**src/rtl/seeg_regs_pkg.sv**
```systemverilog
// Shared definitions for the SEEG AXI4-Lite register block:
// offsets, response codes, FSM states and the address decoder.
package seeg_regs_pkg;

    localparam logic [7:0] CTRL_OFS       = 8'h00;
    localparam logic [7:0] STATUS_OFS     = 8'h04;
    localparam logic [7:0] SCRATCH_OFS    = 8'h08;
    localparam logic [7:0] VERSION_OFS    = 8'h0C;
    localparam logic [7:0] MISO_DELAY_OFS = 8'h50;

    localparam logic [1:0] RESP_OKAY   = 2'b00;
    localparam logic [1:0] RESP_SLVERR = 2'b10;

    typedef enum logic {
        WS_IDLE,
        WS_RESP
    } wstate_t;

    typedef enum logic {
        RS_IDLE,
        RS_DATA
    } rstate_t;

    typedef enum logic [2:0] {
        REG_CTRL,
        REG_STATUS,
        REG_SCRATCH,
        REG_VERSION,
        REG_MISO_DELAY,
        REG_NONE
    } reg_sel_t;

    // Word index is byte address bits [6:2].
    function automatic reg_sel_t decode(input logic [4:0] widx);
        reg_sel_t sel;
        sel = REG_NONE;
        if (widx == CTRL_OFS[6:2])
            sel = REG_CTRL;
        else if (widx == STATUS_OFS[6:2])
            sel = REG_STATUS;
        else if (widx == SCRATCH_OFS[6:2])
            sel = REG_SCRATCH;
        else if (widx == VERSION_OFS[6:2])
            sel = REG_VERSION;
        else if (widx == MISO_DELAY_OFS[6:2])
            sel = REG_MISO_DELAY;
        return sel;
    endfunction

    function automatic logic is_writable(input reg_sel_t sel);
        return (sel == REG_CTRL) || (sel == REG_SCRATCH) ||
               (sel == REG_MISO_DELAY);
    endfunction

    function automatic logic [31:0] merge_bytes(
        input logic [31:0] old_val,
        input logic [31:0] new_val,
        input logic [3:0]  strb
    );
        logic [31:0] res;
        for (int i = 0; i < 4; i++)
            res[8*i +: 8] = strb[i] ? new_val[8*i +: 8] : old_val[8*i +: 8];
        return res;
    endfunction

endpackage

```
**src/rtl/seeg_axil_regs.sv**
```systemverilog
// AXI4-Lite responder for SEEG front-end configuration and status.
// Independent write/read FSMs; AW and W are captured in any order.
module seeg_axil_regs
    import seeg_regs_pkg::*;
#(
    parameter int          ADDR_WIDTH = 8,
    parameter logic [31:0] VERSION    = 32'h0001_0000,
    parameter int          N_MISO     = 8
) (
    input  logic                    S_AXI_ACLK,
    input  logic                    S_AXI_ARESET,
    input  logic [ADDR_WIDTH-1:0]   S_AXI_AWADDR,
    input  logic [2:0]              S_AXI_AWPROT,
    input  logic                    S_AXI_AWVALID,
    output logic                    S_AXI_AWREADY,
    input  logic [31:0]             S_AXI_WDATA,
    input  logic [3:0]              S_AXI_WSTRB,
    input  logic                    S_AXI_WVALID,
    output logic                    S_AXI_WREADY,
    output logic [1:0]              S_AXI_BRESP,
    output logic                    S_AXI_BVALID,
    input  logic                    S_AXI_BREADY,
    input  logic [ADDR_WIDTH-1:0]   S_AXI_ARADDR,
    input  logic [2:0]              S_AXI_ARPROT,
    input  logic                    S_AXI_ARVALID,
    output logic                    S_AXI_ARREADY,
    output logic [31:0]             S_AXI_RDATA,
    output logic [1:0]              S_AXI_RRESP,
    output logic                    S_AXI_RVALID,
    input  logic                    S_AXI_RREADY,
    output logic                    acq_enable,
    output logic                    soft_rst,
    output logic [N_MISO*4-1:0]     miso_delay,
    input  logic [31:0]             status_in
);

    localparam int MW = N_MISO * 4;

    wstate_t ws_q, ws_d;
    rstate_t rs_q, rs_d;

    logic          aw_cap_q, w_cap_q;
    logic [4:0]    aw_idx_q;
    logic [31:0]   wdata_q;
    logic [3:0]    wstrb_q;
    logic [1:0]    bresp_q, rresp_q;
    logic [31:0]   rdata_q;
    logic          acq_q, soft_rst_q;
    logic [31:0]   scratch_q;
    logic [MW-1:0] miso_q;

    logic          aw_hs, w_hs, ar_hs, wr_fire;
    logic [4:0]    wr_idx;
    logic [31:0]   wr_data;
    logic [3:0]    wr_strb;
    reg_sel_t      wr_sel, rd_sel;
    logic [31:0]   miso_word, miso_merged;
    logic [31:0]   rd_data;
    logic [1:0]    rd_resp;

    assign aw_hs = S_AXI_AWVALID & S_AXI_AWREADY;
    assign w_hs  = S_AXI_WVALID & S_AXI_WREADY;
    assign ar_hs = S_AXI_ARVALID & S_AXI_ARREADY;

    // Fire on the edge where the second of AW/W is (or already was) held.
    assign wr_fire = (ws_q == WS_IDLE) & (aw_cap_q | aw_hs) & (w_cap_q | w_hs);
    assign wr_idx  = aw_cap_q ? aw_idx_q : S_AXI_AWADDR[6:2];
    assign wr_data = w_cap_q ? wdata_q : S_AXI_WDATA;
    assign wr_strb = w_cap_q ? wstrb_q : S_AXI_WSTRB;
    assign wr_sel  = decode(wr_idx);
    assign rd_sel  = decode(S_AXI_ARADDR[6:2]);

    assign miso_word   = 32'(miso_q);
    assign miso_merged = merge_bytes(miso_word, wr_data, wr_strb);

    assign S_AXI_BRESP = bresp_q;
    assign S_AXI_RDATA = rdata_q;
    assign S_AXI_RRESP = rresp_q;
    assign acq_enable  = acq_q;
    assign soft_rst    = soft_rst_q;
    assign miso_delay  = miso_q;

    logic unused;
    assign unused = ^{S_AXI_AWPROT, S_AXI_ARPROT, S_AXI_AWADDR,
                      S_AXI_ARADDR, miso_merged};

    always_ff @(posedge S_AXI_ACLK) begin
        if (S_AXI_ARESET) begin
            ws_q <= WS_IDLE;
            rs_q <= RS_IDLE;
        end else begin
            ws_q <= ws_d;
            rs_q <= rs_d;
        end
    end

    always_comb begin
        ws_d          = ws_q;
        S_AXI_AWREADY = 1'b0;
        S_AXI_WREADY  = 1'b0;
        S_AXI_BVALID  = 1'b0;
        unique case (ws_q)
            WS_IDLE: begin
                S_AXI_AWREADY = ~aw_cap_q & ~S_AXI_ARESET;
                S_AXI_WREADY  = ~w_cap_q & ~S_AXI_ARESET;
                if (wr_fire)
                    ws_d = WS_RESP;
            end
            WS_RESP: begin
                S_AXI_BVALID = 1'b1;
                if (S_AXI_BREADY)
                    ws_d = WS_IDLE;
            end
        endcase
    end

    always_comb begin
        rs_d          = rs_q;
        S_AXI_ARREADY = 1'b0;
        S_AXI_RVALID  = 1'b0;
        unique case (rs_q)
            RS_IDLE: begin
                S_AXI_ARREADY = ~S_AXI_ARESET;
                if (ar_hs)
                    rs_d = RS_DATA;
            end
            RS_DATA: begin
                S_AXI_RVALID = 1'b1;
                if (S_AXI_RREADY)
                    rs_d = RS_IDLE;
            end
        endcase
    end

    always_comb begin
        rd_data = '0;
        rd_resp = RESP_OKAY;
        case (rd_sel)
            REG_CTRL:       rd_data = {31'b0, acq_q};
            REG_STATUS:     rd_data = status_in;
            REG_SCRATCH:    rd_data = scratch_q;
            REG_VERSION:    rd_data = VERSION;
            REG_MISO_DELAY: rd_data = miso_word;
            default:        rd_resp = RESP_SLVERR;
        endcase
    end

    always_ff @(posedge S_AXI_ACLK) begin
        if (S_AXI_ARESET) begin
            aw_cap_q   <= 1'b0;
            w_cap_q    <= 1'b0;
            aw_idx_q   <= '0;
            wdata_q    <= '0;
            wstrb_q    <= '0;
            bresp_q    <= RESP_OKAY;
            rresp_q    <= RESP_OKAY;
            rdata_q    <= '0;
            acq_q      <= 1'b0;
            soft_rst_q <= 1'b0;
            scratch_q  <= '0;
            miso_q     <= '0;
        end else begin
            soft_rst_q <= 1'b0;
            if (wr_fire) begin
                aw_cap_q <= 1'b0;
                w_cap_q  <= 1'b0;
                bresp_q  <= is_writable(wr_sel) ? RESP_OKAY : RESP_SLVERR;
                case (wr_sel)
                    REG_CTRL: begin
                        if (wr_strb[0]) begin
                            acq_q      <= wr_data[0];
                            soft_rst_q <= wr_data[1];
                        end
                    end
                    REG_SCRATCH:
                        scratch_q <= merge_bytes(scratch_q, wr_data, wr_strb);
                    REG_MISO_DELAY:
                        miso_q <= miso_merged[MW-1:0];
                    default: ;
                endcase
            end else begin
                if (aw_hs) begin
                    aw_cap_q <= 1'b1;
                    aw_idx_q <= S_AXI_AWADDR[6:2];
                end
                if (w_hs) begin
                    w_cap_q <= 1'b1;
                    wdata_q <= S_AXI_WDATA;
                    wstrb_q <= S_AXI_WSTRB;
                end
            end
            // Registers update with <=, so a same-edge read sees old values.
            if (ar_hs) begin
                rdata_q <= rd_data;
                rresp_q <= rd_resp;
            end
        end
    end

endmodule

```
**config.mk**
```make
export PLATFORM = sky130hd
export DESIGN_NAME = seeg_axil_regs
export DESIGN_NICKNAME = d
export VERILOG_FILES = /design/src/rtl/seeg_regs_pkg.sv /design/src/rtl/seeg_axil_regs.sv
export SDC_FILE = /design/constraint.sdc
export NUM_CORES = 1
export LEC_CHECK = 0
export ABC_AREA = 1
export CORE_UTILIZATION = 35
export CTS_BUF_LIST = sky130_fd_sc_hd__clkbuf_8
export CTS_CLUSTER_DIAMETER = 50
export DETAILED_ROUTE_END_ITERATION = 6
export GPL_ROUTABILITY_DRIVEN = 0
export GPL_TIMING_DRIVEN = 0
export PLACE_DENSITY = 0.63
export SYNTH_ARGS = -nofsm -noshare
export SYNTH_HDL_FRONTEND = slang
export SYNTH_SLANG_ARGS = --single-unit
```
**constraint.sdc**
```tcl
create_clock -name S_AXI_ACLK -period 3.7 [get_ports S_AXI_ACLK]
set_clock_uncertainty 0.2 [all_clocks]
set_input_delay 0.74 -clock S_AXI_ACLK [delete_from_list [all_inputs] [get_ports S_AXI_ACLK]]
set_output_delay 0.74 -clock S_AXI_ACLK [all_outputs]
set_load 0.02 [all_outputs]
```
Yosys cells after proc, flatten, opt, wreduce, memory -nomap -nowiden
Index checks and enable logic that the tools add are counted.
{ "totals": {"regBits": 147} }
{ "op_classes": {"n_mux": 27, "reduce_logical": 20, "eq_ne": 14, "bitwise_logic": 17} }
{ "ops": {"columns": ["cell", "count"], "rows": [
  ["$pmux 32 s5", 1],
  ["$mux 32", 1],
  ["$reduce_and 3->1", 9],
  ["$mux 3", 8],
  ["$eq 5x2->1 const B", 4],
  ["$mux 1", 11],
  ["$eq 5x1->1 const B", 2],
  ["$eq 5x5->1 const B", 2],
  ["$logic_not 5->1", 2],
  ["$eq 3x2->1 const B", 3],
  ["$not 1->1", 8],
  ["$and 1x1->1", 7],
  ["$eq 3x3->1 const B", 2],
  ["$logic_not 3->1", 2],
  ["$mux 5", 1],
  ["$reduce_or 5->1", 1],
  ["$mux 2", 2],
  ["$mux 4", 1],
  ["$pmux 1 s2", 2],
  ["$reduce_and 2->1", 2],
  ["$reduce_or 4->1", 1],
  ["$eq 3x1->1 const B", 1],
  ["$logic_or 1x1->1", 2],
  ["$or 1x1->1", 2],
  ["$reduce_or 2->1", 1]
]} }

Depth between registers and ports, before layout
{ "depth": {"depth_word": 11, "ltp_mapped": 10, "mapped_depth_nobuf": 9} }

Worst setup path before layout
Ideal clock, no wire load.
{ "synth_path": {"path_type": "in2out", "startpoint": "input S_AXI_ARESET", "endpoint": "output S_AXI_AWREADY", "path_slack_ns": 1.408, "path_stages": 2, "required_ns": 2.760, "arrival_time_ns": 1.352, "path_cell_list": "buf_2 nor3_1"} }
{ "synth_between": {"elab_chain_cells": 3} }
{ "synth_rtl": {"columns": ["item", "line_no", "text"], "rows": [
  ["from (decl)", "seeg_axil_regs.sv:11", "input logic S_AXI_ARESET,"],
  ["$not 1->1", "seeg_axil_regs.sv:104", "S_AXI_AWREADY = ~aw_cap_q & ~S_AXI_ARESET;"],
  ["$and 1x1->1", "seeg_axil_regs.sv:104", null],
  ["$mux 1", "seeg_axil_regs.sv:102", "unique case (ws_q)"],
  ["to (decl)", "seeg_axil_regs.sv:15", "output logic S_AXI_AWREADY,"]
]} }
Every way passes these cells.

Worst setup path in the final report
{ "layout_path": {"startpoint": "input S_AXI_ARESET", "endpoint": "output S_AXI_WREADY"} }
{ "layout_between": {"elab_chain_cells": 3} }
{ "layout_rtl": {"columns": ["item", "line_no", "text"], "rows": [
  ["$not 1->1", "seeg_axil_regs.sv:105", "S_AXI_WREADY = ~w_cap_q & ~S_AXI_ARESET;"],
  ["$and 1x1->1", "seeg_axil_regs.sv:105", null],
  ["$mux 1", "seeg_axil_regs.sv:102", null],
  ["to (decl)", "seeg_axil_regs.sv:19", "output logic S_AXI_WREADY,"]
]} }
Every way passes these cells.

==> results by group <==
Cells and area
  – Nets: 1,291
  – Share of layout cells above drive strength 1: 0.0804
  – Most frequent cells in the layout: nand2_1 (175), clkdlybuf4s50_1 (157), nor2_1 (154)
  – Synth-to-layout area growth: 33.2%
  – Most common cell after layout, fill and taps aside: nand2_1
  – Design area: 9490 um2
  – N_diodes: 0

Floorplanning
  – Row count: 51
  – Starting Density: 0.361
  – Core area: 19,700 um2
  – Die width: 145 um
  – Die ar.: 20,900 um2
  – Top Ports: 172
  – Die Y-Extent: 145 um

Detailed routing
  – Vias per inst: 5.10
  – Wire length per cell: 16.2 um
  – Detailed router's first-iteration violation count: 456
  – M1 WL: 11,400 um
  – Met2 WL: 10,400 um
  – Routed Antenna Nets: 0
  – Top Metal Used: met4
  – Drt drc: 0
  – DR WL met3: 1590 um
  – Routed WL: 23,900 um
  – Vias: 7,511
  – First-pass DRT Iterations: 5

Power
  – Switching part of the total: 0.279
  – Cell Pwr Density: 384 nW/um2
  – P_sw: 1.02 mW
  – Seq pwr share: 0.446
  – Pint: 2.63 mW
  – Max VDD drop: 0.218 mV
  – P_leak: 3.49 nW
  – Clk network pwr share: 0.398
  – Power share of the combinational group: 0.156

Setup path
  – Reg-to-reg endpoint: scratch_q[31]
  – Setup crit end: S_AXI_WREADY
  – Most frequent CP cell: clkdlybuf4s50_1
  – Critical Path, Cell by Cell: clkdlybuf4s50_1, buf_2, nor3_1, clkdlybuf4s50_1
  – R2r setup slk: 1.68 ns
  – Crit path launch type: primary input
  – Setup crit start: S_AXI_ARESET
  – Crit Path Category: in2out
  – Critical path endpoint category: output pin
  – Critical-path cell with the highest stage delay: clkdlybuf4s50_1
  – Worst R2R Path Depth: 7
  – Crit-path max FO: 10
  – Max stage delay on crit path: 0.66 ns
  – WP data arrival: 2.38 ns
  – R2R Path Start: w_cap_q
  – CP required: 2.76 ns

Status
  – Status: finished clean

Place
  – DP Area: 9030 um2
  – DP HPWL: 19,000 um
  – # port buffers: 157

Synth
  – Mapped Cells: 1,017
  – Seq cells post-synth: 145
  – Post-synth EDFFs: 0
  – Ys async rst share: 0
  – Netlist cell types: 32
  – Mapped Avg Cell Area: 7.01 um2
  – Ys flop type: dfxtp_1
  – Yosys Warn Count: 0
  – Post-Synthesis Cell Area: 7130 um2
  – Post-synthesis sequential area ratio: 0.407

Flow run
  – # Max-Cap Violations: 0

STA
  – Fin crit period: 3.32 ns
  – Tcrit/Tclk final: 0.897
  – Slew @ Worst Pin: 0.552 ns
  – Setup-failing EPs final: 0
  – Fin. Hold Viols: 0
  – Setup TNS: 0 ns
  – Slew Limit Fails: 0
  – RSZ-0062 raised after global routing: no
  – Max-slew headroom: 0.632
  – FMAX: 0.301 GHz

Global route
  – Initial antenna violation count: 0
  – Vias in the first global route: 6,832
  – Total track usage: 0.233
  – First-pass GRT wire length: 37,000 um
  – Total congestion overflow: 0
  – Largest net degree at the start of global routing: 17

CTS
  – Clock Sinks: 145
  – Clock root cell: clkbuf_8
  – Post-CTS Setup Bufs: 0
  – Worst-Skew Late Latency: 0.47 ns
  – CTS tree: done
  – Post-CTS Hold Buffers: 0
  – Inserted Clock Buffers: 17
  – # H-tree levels: 4
  – Clock Tree Buf Depth: 2
  – PostCTS Resize Cnt: 0
  – Clock transition at path regs: 0.08 ns

Hold path
  – Hold Crit Class: reg2reg
==> worst min-delay path by stage <==
stage,start,end,slack (ns),cells after the start
4_1_cts,wdata_q[26],wdata_q[26],0.26,2
6_report,wdata_q[26],wdata_q[26],0.25,2
2_1_floorplan,aw_idx_q[0],aw_idx_q[0],0.23,2
3_3_place_gp,wdata_q[12],wdata_q[12],0.24,2
5_1_grt,wdata_q[8],wdata_q[8],0.27,2
3_5_place_dp,wdata_q[12],wdata_q[12],0.24,2
==> state kept, by name (all words and copies together), names as in the netlist <==
| register | count |
|---|---|
| S_AXI_BRESP | 1 |
| S_AXI_RDATA | 32 |
| S_AXI_RRESP | 1 |
| acq_enable | 1 |
| aw_cap_q | 1 |
| aw_idx_q | 5 |
| miso_delay | 32 |
| rs_q | 1 |
| scratch_q | 32 |
| soft_rst | 1 |
| w_cap_q | 1 |
| wdata_q | 32 |
| ws_q | 1 |
| wstrb_q | 4 |
==> routing by layer <==
| layer | up-vias | global-route usage |
|---|---|---|
| li1 | 3781 | - |
| met1 | 3388 | 0.326 |
| met2 | 303 | 0.364 |
| met3 | 39 | 0.0319 |
| met4 | 0 | 0.0842 |
| met5 | - | 0 |
==> power groups by stage <==
stage               sequential, mW  clock, mW  combinational, mW
global placement              1.66          0              0.555
finish                        1.62       1.45              0.570
detailed placement            1.66          0              0.561
CTS                           1.62       1.47              0.563
floorplan                     1.66          0              0.323
global route                  1.63       1.55              0.623
==> logic make-up (layout without fill, tap and decap cells) <==
| group | count (synthesis) | in the layout | synth area share |
|---|---|---|---|
| AOI/OAI and AO/OA | 184 | 184 | 0.137 |
| buffers and inverters | 164 | 353 | 0.0959 |
| DFF | 145 | 145 | 0.407 |
| other | 1 | 2 | 0.000526 |
| and+or+nand+nor | 523 | 523 | 0.359 |
==> critical path: cells and delay by family <==
family | cells | cell delay, ns
AND/OR/NAND/NOR | 1 | 0.24
buffers and inverters | 3 | 1.40
==> cell type report <==
type | count | area [um2]
Buffer | 81 | 367
Clock buffer | 18 | 248
Clock inverter | 14 | 213
Fill cell | 2021 | 10200
Inverter | 83 | 317
Multi-Input combinational cell | 709 | 3540
Sequential cell | 145 | 2900
Tap cell | 265 | 332
Timing Repair Buffer | 157 | 1570
==> through the flow <==
step	setup slack [ns]	total power, mW	instances	util	hold slack [ns]
floorplan	1.41	1.98	1018	-	0.229
global placement	0.353	2.21	1440	0.458	0.238
detailed placement	0.377	2.22	1440	0.458	0.244
CTS	0.377	3.65	1472	0.482	0.257
global route	0.349	3.80	1472	0.482	0.266
finish	0.383	3.64	1472	0.482	0.254
==> synth_stat cells (2+ instances only) <==
master    number  share of area
inv_2          4         0.0021
nand3_1       25          0.018
buf_2         26          0.018
buf_1         16         0.0084
inv_1         77          0.041
nand4_1      142           0.12
buf_6          2         0.0032
a21oi_1       76          0.053
clkbuf_1      33          0.017
nand2_2        4         0.0035
buf_4          4         0.0042
o21ai_0       86          0.060
o21ai_4        3         0.0068
nand2_4        2         0.0032
nand3_2        3         0.0042
nor2_4         7          0.011
inv_4          2         0.0018
dfxtp_1      145           0.41
nor3_1         2         0.0014
nand4_2        3         0.0053
nor2_8         4          0.011
nor2_1       154          0.081
o21ai_1       14         0.0098
nand2_1      175          0.092
(Power assumes the default switching activity.)
